**src/rtl/ext_pwr_gate_ctrl.sv**
```systemverilog
// Power-gate sequencer for one external domain: orders clock gate, isolation,
// domain reset and power switch, and handshakes with the switch-cell ack.
module ext_pwr_gate_ctrl #(
  parameter int SEQ_DELAY       = 4,
  parameter int TIMEOUT_CYCLES  = 64,
  parameter int ACK_SYNC_STAGES = 2
) (
  input  logic clk_i,
  input  logic rst_ni,
  input  logic pwr_off_req_i,
  input  logic err_clr_i,
  input  logic switch_ack_ni,
  output logic switch_no,
  output logic iso_no,
  output logic rst_no,
  output logic clkgate_en_no,
  output logic busy_o,
  output logic powered_o,
  output logic off_o,
  output logic timeout_o
);

  localparam int CNT_W = $clog2(TIMEOUT_CYCLES + 1);
  localparam logic [CNT_W-1:0] STEP_LOAD = CNT_W'(SEQ_DELAY - 1);
  localparam logic [CNT_W-1:0] WAIT_LOAD = CNT_W'(TIMEOUT_CYCLES);

  typedef enum logic [3:0] {
    S_ON, S_OFF_CLK, S_OFF_ISO, S_OFF_RST, S_OFF_SW, S_OFF,
    S_ON_SW, S_ON_SETTLE, S_ON_ISO, S_ON_RST, S_ON_CLK
  } state_t;

  state_t                     state, next_state;
  logic [CNT_W-1:0]           cnt, load_val;
  logic [ACK_SYNC_STAGES-1:0] ack_sync;
  logic                       ack_s, cnt_zero, load, to_evt;
  logic                       sw_d, iso_d, rst_d, clk_d, busy_d, pow_d, off_d;

  assign ack_s    = ack_sync[ACK_SYNC_STAGES-1];
  assign cnt_zero = (cnt == '0);

  always_ff @(posedge clk_i or negedge rst_ni) begin
    if (!rst_ni) begin
      ack_sync <= '0;
      state    <= S_ON;
      cnt      <= '0;
    end else begin
      ack_sync <= {ack_sync[ACK_SYNC_STAGES-2:0], switch_ack_ni};
      state    <= next_state;
      if (load)          cnt <= load_val;
      else if (!cnt_zero) cnt <= cnt - 1'b1;
    end
  end

  // Timeout fires once, on the 1->0 step of the wait counter; set beats clear.
  always_comb begin
    next_state = state;
    to_evt     = 1'b0;
    case (state)
      S_ON:        if (pwr_off_req_i) next_state = S_OFF_CLK;
      S_OFF_CLK:   if (cnt_zero) next_state = S_OFF_ISO;
      S_OFF_ISO:   if (cnt_zero) next_state = S_OFF_RST;
      S_OFF_RST:   if (cnt_zero) next_state = S_OFF_SW;
      S_OFF_SW: begin
        if (ack_s)                   next_state = S_OFF;
        else if (cnt == CNT_W'(1))   to_evt = 1'b1;
      end
      S_OFF:       if (!pwr_off_req_i) next_state = S_ON_SW;
      S_ON_SW: begin
        if (!ack_s)                  next_state = S_ON_SETTLE;
        else if (cnt == CNT_W'(1))   to_evt = 1'b1;
      end
      S_ON_SETTLE: if (cnt_zero) next_state = S_ON_ISO;
      S_ON_ISO:    if (cnt_zero) next_state = S_ON_RST;
      S_ON_RST:    if (cnt_zero) next_state = S_ON_CLK;
      S_ON_CLK:    if (cnt_zero) next_state = S_ON;
      default:     next_state = S_ON;
    endcase
    load     = (next_state != state);
    load_val = (next_state == S_OFF_SW || next_state == S_ON_SW) ? WAIT_LOAD : STEP_LOAD;
  end

  always_comb begin
    sw_d   = 1'b0;
    iso_d  = 1'b1;
    rst_d  = 1'b1;
    clk_d  = 1'b1;
    busy_d = 1'b1;
    pow_d  = 1'b0;
    off_d  = 1'b0;
    case (state)
      S_ON:      begin busy_d = 1'b0; pow_d = 1'b1; end
      S_OFF_CLK: clk_d = 1'b0;
      S_OFF_ISO: begin clk_d = 1'b0; iso_d = 1'b0; end
      S_OFF_RST: begin clk_d = 1'b0; iso_d = 1'b0; rst_d = 1'b0; end
      S_OFF_SW:  begin clk_d = 1'b0; iso_d = 1'b0; rst_d = 1'b0; sw_d = 1'b1; end
      S_OFF: begin
        clk_d = 1'b0; iso_d = 1'b0; rst_d = 1'b0; sw_d = 1'b1;
        busy_d = 1'b0; off_d = 1'b1;
      end
      S_ON_SW, S_ON_SETTLE: begin clk_d = 1'b0; iso_d = 1'b0; rst_d = 1'b0; end
      S_ON_ISO:  begin clk_d = 1'b0; rst_d = 1'b0; end
      S_ON_RST:  clk_d = 1'b0;
      default: ;
    endcase
  end

  always_ff @(posedge clk_i or negedge rst_ni) begin
    if (!rst_ni) begin
      switch_no     <= 1'b0;
      iso_no        <= 1'b1;
      rst_no        <= 1'b1;
      clkgate_en_no <= 1'b1;
      busy_o        <= 1'b0;
      powered_o     <= 1'b1;
      off_o         <= 1'b0;
      timeout_o     <= 1'b0;
    end else begin
      switch_no     <= sw_d;
      iso_no        <= iso_d;
      rst_no        <= rst_d;
      clkgate_en_no <= clk_d;
      busy_o        <= busy_d;
      powered_o     <= pow_d;
      off_o         <= off_d;
      if (to_evt)         timeout_o <= 1'b1;
      else if (err_clr_i) timeout_o <= 1'b0;
    end
  end

endmodule
```
**config.mk**
```make
export PLATFORM = sky130hd
export DESIGN_NAME = ext_pwr_gate_ctrl
export DESIGN_NICKNAME = d
export VERILOG_FILES = /design/src/rtl/ext_pwr_gate_ctrl.sv
export SDC_FILE = /design/constraint.sdc
export NUM_CORES = 1
export LEC_CHECK = 0
export BUFFER_PORTS_ARGS = -buffer_cell sky130_fd_sc_hd__buf_2
export CAP_MARGIN = 40
export CORE_ASPECT_RATIO = 1.1
export CORE_MARGIN = 2
export CORE_UTILIZATION = 56
export CTS_CLUSTER_DIAMETER = 30
export DETAILED_ROUTE_END_ITERATION = 10
export PLACE_DENSITY_LB_ADDON = 0.05
export RECOVER_POWER = 50
export SYNTH_ARGS = -nofsm -noshare
export SYNTH_HDL_FRONTEND = slang
export SYNTH_SLANG_ARGS = --single-unit
```
**constraint.sdc**
```tcl
create_clock -name clk_i -period 2.55 [get_ports clk_i]
set_clock_uncertainty 0.2 [all_clocks]
set_input_delay 0.255 -clock clk_i [delete_from_list [all_inputs] [get_ports clk_i]]
set_output_delay 0.255 -clock clk_i [all_outputs]
set_load 0.005 [all_outputs]
```
# --- After elaboration in Yosys (flattened, before gate mapping) ---
# Index checks and enable logic that the tools add are counted.
word_totals:
  latchBits: 0
  input_bits: 5
  regBits: 21
  out_inout_bits: 8
  mem_bits_ro: 0
  ramBits: 0
  wordCells: 64
  memories: 0
classes:
  multipliers: 0
  bitwise: 0
  addsub: 1
  mux: 28
  shifts: 0
  div: 0
  reduce_logical: 9
  eq_ne: 15
  order_cmp: 0
op_table:
  columns: ["cell", "n"]
  rows:
  - ["2-to-1 mux 4 bit", 11]
  - ["one-hot mux 4 bit (11 select lines)", 1]
  - ["== test 4 x 3 -> 1 bit, second input constant", 6]
  - ["2-to-1 mux 7 bit", 3]
  - ["== test 4 bit, second input constant", 3]
  - ["2-to-1 mux 1 bit", 12]
  - ["OR reduction 6 bit", 2]
  - ["OR reduction 9 bit", 1]
  - ["== test 4 x 2 -> 1 bit, second input constant", 2]
  - ["== test 7 x 1 -> 1 bit, second input constant", 1]
  - ["zero test 7 bit", 1]
  - ["subtractor 7 x 1 -> 7 bit, second input constant", 1]
  - ["== test 4 x 1 -> 1 bit, second input constant", 1]
  - ["zero test 4 bit", 1]
  - ["!= test 4 bit", 1]
  - ["OR reduction 2 bit", 2]
  - ["!= test 2 x 1 -> 1 bit, second input constant", 1]
  - ["one-hot mux 1 bit (2 select lines)", 1]
  - ["nonzero test 2 bit", 1]
  - ["logical OR 1 bit", 1]

# --- Logic depth before layout (Yosys ltp) ---
logic_depth:
  depth_word: 7
  ltp_mapped: 7
  depth_no_buf: 6

# --- Least setup slack after synthesis ---
# OpenSTA, ideal clock, no wires.
synth_timing:
  path_type: "reg-to-reg"
  from: "reg cnt[0]"
  to: "reg cnt[0]"
  arrival_ns: 1.746
  setup_ns: 0.125
  path_slack_ns: 0.479
  synth_period_minus_slack_ns: 2.071
  stages_incl_launch_ff: 7
  required_ns: 2.225
  path_buffers: 0
  path_cell_list: "dfrtp_1 inv_1 ha_1 and3_1 a31oi_2 o32ai_4 mux2_2"
synth_between:
  elab_chain_len: 7
  elab_cells_between_ends: 18
  classes_between: "1 x add/sub; 4 x eq/ne; 11 x mux; 2 x reduce/logical"
synth_lines:
  columns: ["element", "line_no", "text"]
  rows:
  - ["start: declaration", "33", "logic [CNT_W-1:0] cnt, load_val;"]
  - ["start signal: assignment", "49", "if (load) cnt <= load_val;"]
  - ["start signal: assignment", "50", "else if (!cnt_zero) cnt <= cnt - 1'b1;"]
  - ["zero test 7 bit", "39", "assign cnt_zero = (cnt == '0);"]
  - ["2-to-1 mux 4 bit (tied with other cells)", "75", "S_ON_CLK: if (cnt_zero) next_state = S_ON;"]
  - ["one-hot mux 4 bit (11 select lines)", "58", "case (state)"]
  - ["== test 4 x 3 -> 1 bit", "79", "load_val = (next_state == S_OFF_SW || next_state == S_ON_SW) ? WAIT_LOAD : STEP_LOAD;"]
  - ["logical OR 1 bit", "79", null]
  - ["2-to-1 mux 7 bit", "79", null]
  - ["2-to-1 mux 7 bit", "49", null]
# Parallel ways exist; a longest one is shown, timed or not. The select of a mux whose other input is x is not followed.
# A chain may end at the register's enable or synchronous reset.

# --- Final worst setup path ---
# Ends and elaborated chain as after synthesis.

==> impl_results.md <==
- Via Count: 870
- Cell variety after synth: 39
- Rel. slew slack: 29.5%
- TritonRoute pass-1 iters: 4
- Cells after Synth: 110
- YS warnings: 0
- Req. time, crit path: 2.55 ns
- Outcome: completed
- DRT iter0 DRCs: 17
- Syn Nets: about 120
- Type of destination of the critical path: flip-flop
- Die H: between 50 and 60 µm
- Number of diodes: 0
- VDD IR max: a little under 0.7 mV
- Placed Instances: ~150
- Initial antenna violation count: 0
- Syn avg cell area: around 10 µm²
- Final Slew Violations: 0
- Final min period: ~2.3 ns
- ANT nets after route: 0
- PortBufs: 12
- Fill count: 150
- Post-detail-place hpwl: 1430 µm
- Avg Vias per Cell: around 5.7
- Routability congestion estimate: between 0.8 and 0.9
- Most frequent cells in the layout: dfrtp_1 (17), nand2_1 (12), buf_2 (11)
- NumNets Final: ~130
- Largest net degree at the start of global routing: 22
- Num CTS Buffers: 3
- Least-Margin Pin Slew: between 1 and 1.5 ns
- Sequential fraction of the synthesis area: between 40% and 50%
- Max-cap viol count: 0
- Pwr/cell area: ~1100 mW/mm²
- Skew-Pair Late Insertion Delay: 0.30 ns
- Clock Sinks: 21
- CTS tree: done
- Hold Crit Depth: 0
- Total power: approximately 1.3 mW
- Die W: between 40 and 50 µm
- Arrival time at the worst endpoint: 2.26 ns
- Drt wl/cell: ~14 µm
- Seq cells post-synth: 21
- Setup repair bufs after CTS: 0
- CP Class: flip-flop to flip-flop
- Synth top area share: 38.0%
- Setup_tns: 0 ns
- Reg clk slew, reported paths: about 0.10 ns
- Starting density of the core: approximately three fifths
- Global-route wire length before repair: roughly 3600 µm
- Leak: between 0.5 and 0.6 nW
- Final hold slack: approximately 0.16 ns
- Synth area leader: dfrtp_1
- Cell row count: 16
- Cell Area, Placed: 0.00120 mm²
- Final setup fails: 0
- IO Pins: 13
- Area Overhead vs Synth: 12.3%
- H-tree Lvls: 1
- DRC viols: 0
- Clock Tree Buf Depth: 2
- Final worst setup slack: approximately 0.3 ns
- Largest cells by area after synthesis: dfrtp_1 (38%), dfstp_2 (9.4%), nand2_1 (4.0%), xnor2_1 (3.1%), nor2_1 (3.0%)
- Fin crit share: between 80% and 90%
- F_max: ~440 MHz
- Post-route insts no fill: between 150 and 200
- Vias in the first global route: between 800 and 900
- DIE AREA: between 0.002 and 0.0025 mm²
- Hold Crit Class: flip-flop to flip-flop
- Worst slack, placed: approximately 0.3 ns
- Total global-route track usage: between 20% and 30%
- Critical path peak fanout: 7
- Remaining Overflow, GRT: 0
- Commonest non-fill, non-tap cell in the layout: dfrtp_1
- Core region area: between 0.0015 and 0.002 mm²
- Worst setup SP type: flip-flop
- Fin. Hold Viols: 0
- Routed WL: roughly 2100 µm
- Reg2Reg Depth: 6
- Synthesized area: about 0.0011 mm²
- Root buffer cell: clkbuf_4
- RSZ-0062 raised after global routing: false
- Share of layout cells above drive strength 1: approximately 22%
- Post-layout util: a little under 70%
- Final Cell Area: between 0.001 and 0.0015 mm²
Yosys cell counts:
master and number:
dfrtp_1 17, nand2_1 12, nor2_1 9, a21oi_1 6, o21ai_0 6, clkbuf_1 5, inv_1 5, dfstp_2 4
xnor2_1 4, nand3_1 3, a211o_1 2, ha_1 2, mux2_2 2, mux2i_1 2, nand2b_1 2, nand3b_1 2
nor3_1 2, nor4_1 2, o22ai_1 2, or3_1 2, a31oi_1 1, a31oi_2 1, a32oi_1 1, and3_1 1
and4_1 1, buf_4 1, buf_6 1, mux2_4 1, nand3_4 1, nand4b_1 1, nor2b_1 1, nor3_4 1
nor3b_1 1, nor4b_1 1, nor4bb_1 1, o211ai_1 1, o21bai_1 1, o32ai_4 1, or2b_1 1
where the power goes:
part / switching, mW / internal (mW) / total, mW
Clock: 0.0955 / 0.0611 / 0.157
Combinational: 0.350 / 0.286 / 0.636
Sequential: 0.0893 / 0.454 / 0.543
cells by family after synthesis:
kind of cell	synth area share [%]
xor gates and xnor gates	3.13
adders and majority gates	2.24
AOI/OAI and AO/OA	14.3
buffers and inverters	5.03
muxes	5.14
and+or+nand+nor	22.7
DFF	47.4
worst paths after layout:
| check | from | endpoint | slack, ns |
|---|---|---|---|
| setup / recovery | cnt[0] | cnt[0] | 0.29 |
| min in group asynchronous | rst_ni | off_o | 0.46 |
| setup reg to reg | cnt[0] | cnt[0] | 0.29 |
| max in group asynchronous | rst_ni | cnt[1] | 1.05 |
| hold / removal | ack_sync[0] | ack_sync[1] | 0.16 |
| hold reg to reg | ack_sync[0] | ack_sync[1] | 0.16 |
metal layers:
metal / up-vias / track usage, % / share of wire, %
met5: - / 0 / 0
met4: 0 / 10.2 / 2.9
met3: 7 / 3.18 / 2.9
met2: 21 / 35.9 / 51
met1: 421 / 25.6 / 43
li1: 421 / - / -
critical path, cell delays in order (launching register included):
cell	delay, ns
dfrtp_1	0.44
inv_1	0.10
ha_1	0.30
and3_1	0.23
a31oi_2	0.11
o32ai_4	0.38
mux2_2	0.38
state kept, by name (all words and copies together), names as in the netlist:
name	flops
switch_no	1
clkgate_en_no	1
cnt	7
off_o	1
powered_o	1
iso_no	1
ack_sync	2
rst_no	1
timeout_o	1
busy_o	1
state	4
layout make-up:
class	count	area, µm²	area share, %
inverters	5	18.8	1.49
repair buffers	19	115	9.16
well taps	27	33.8	2.69
flip-flops and latches	21	531	42.2
clock buffers	4	26.3	2.09
multi-input cells	77	532	42.3
timing repair:
item	in CTS	in global routing
hold endpoints to repair	19	0
resized for setup	0	0
hold buffers	3	0
(Power assumes the default switching activity.)
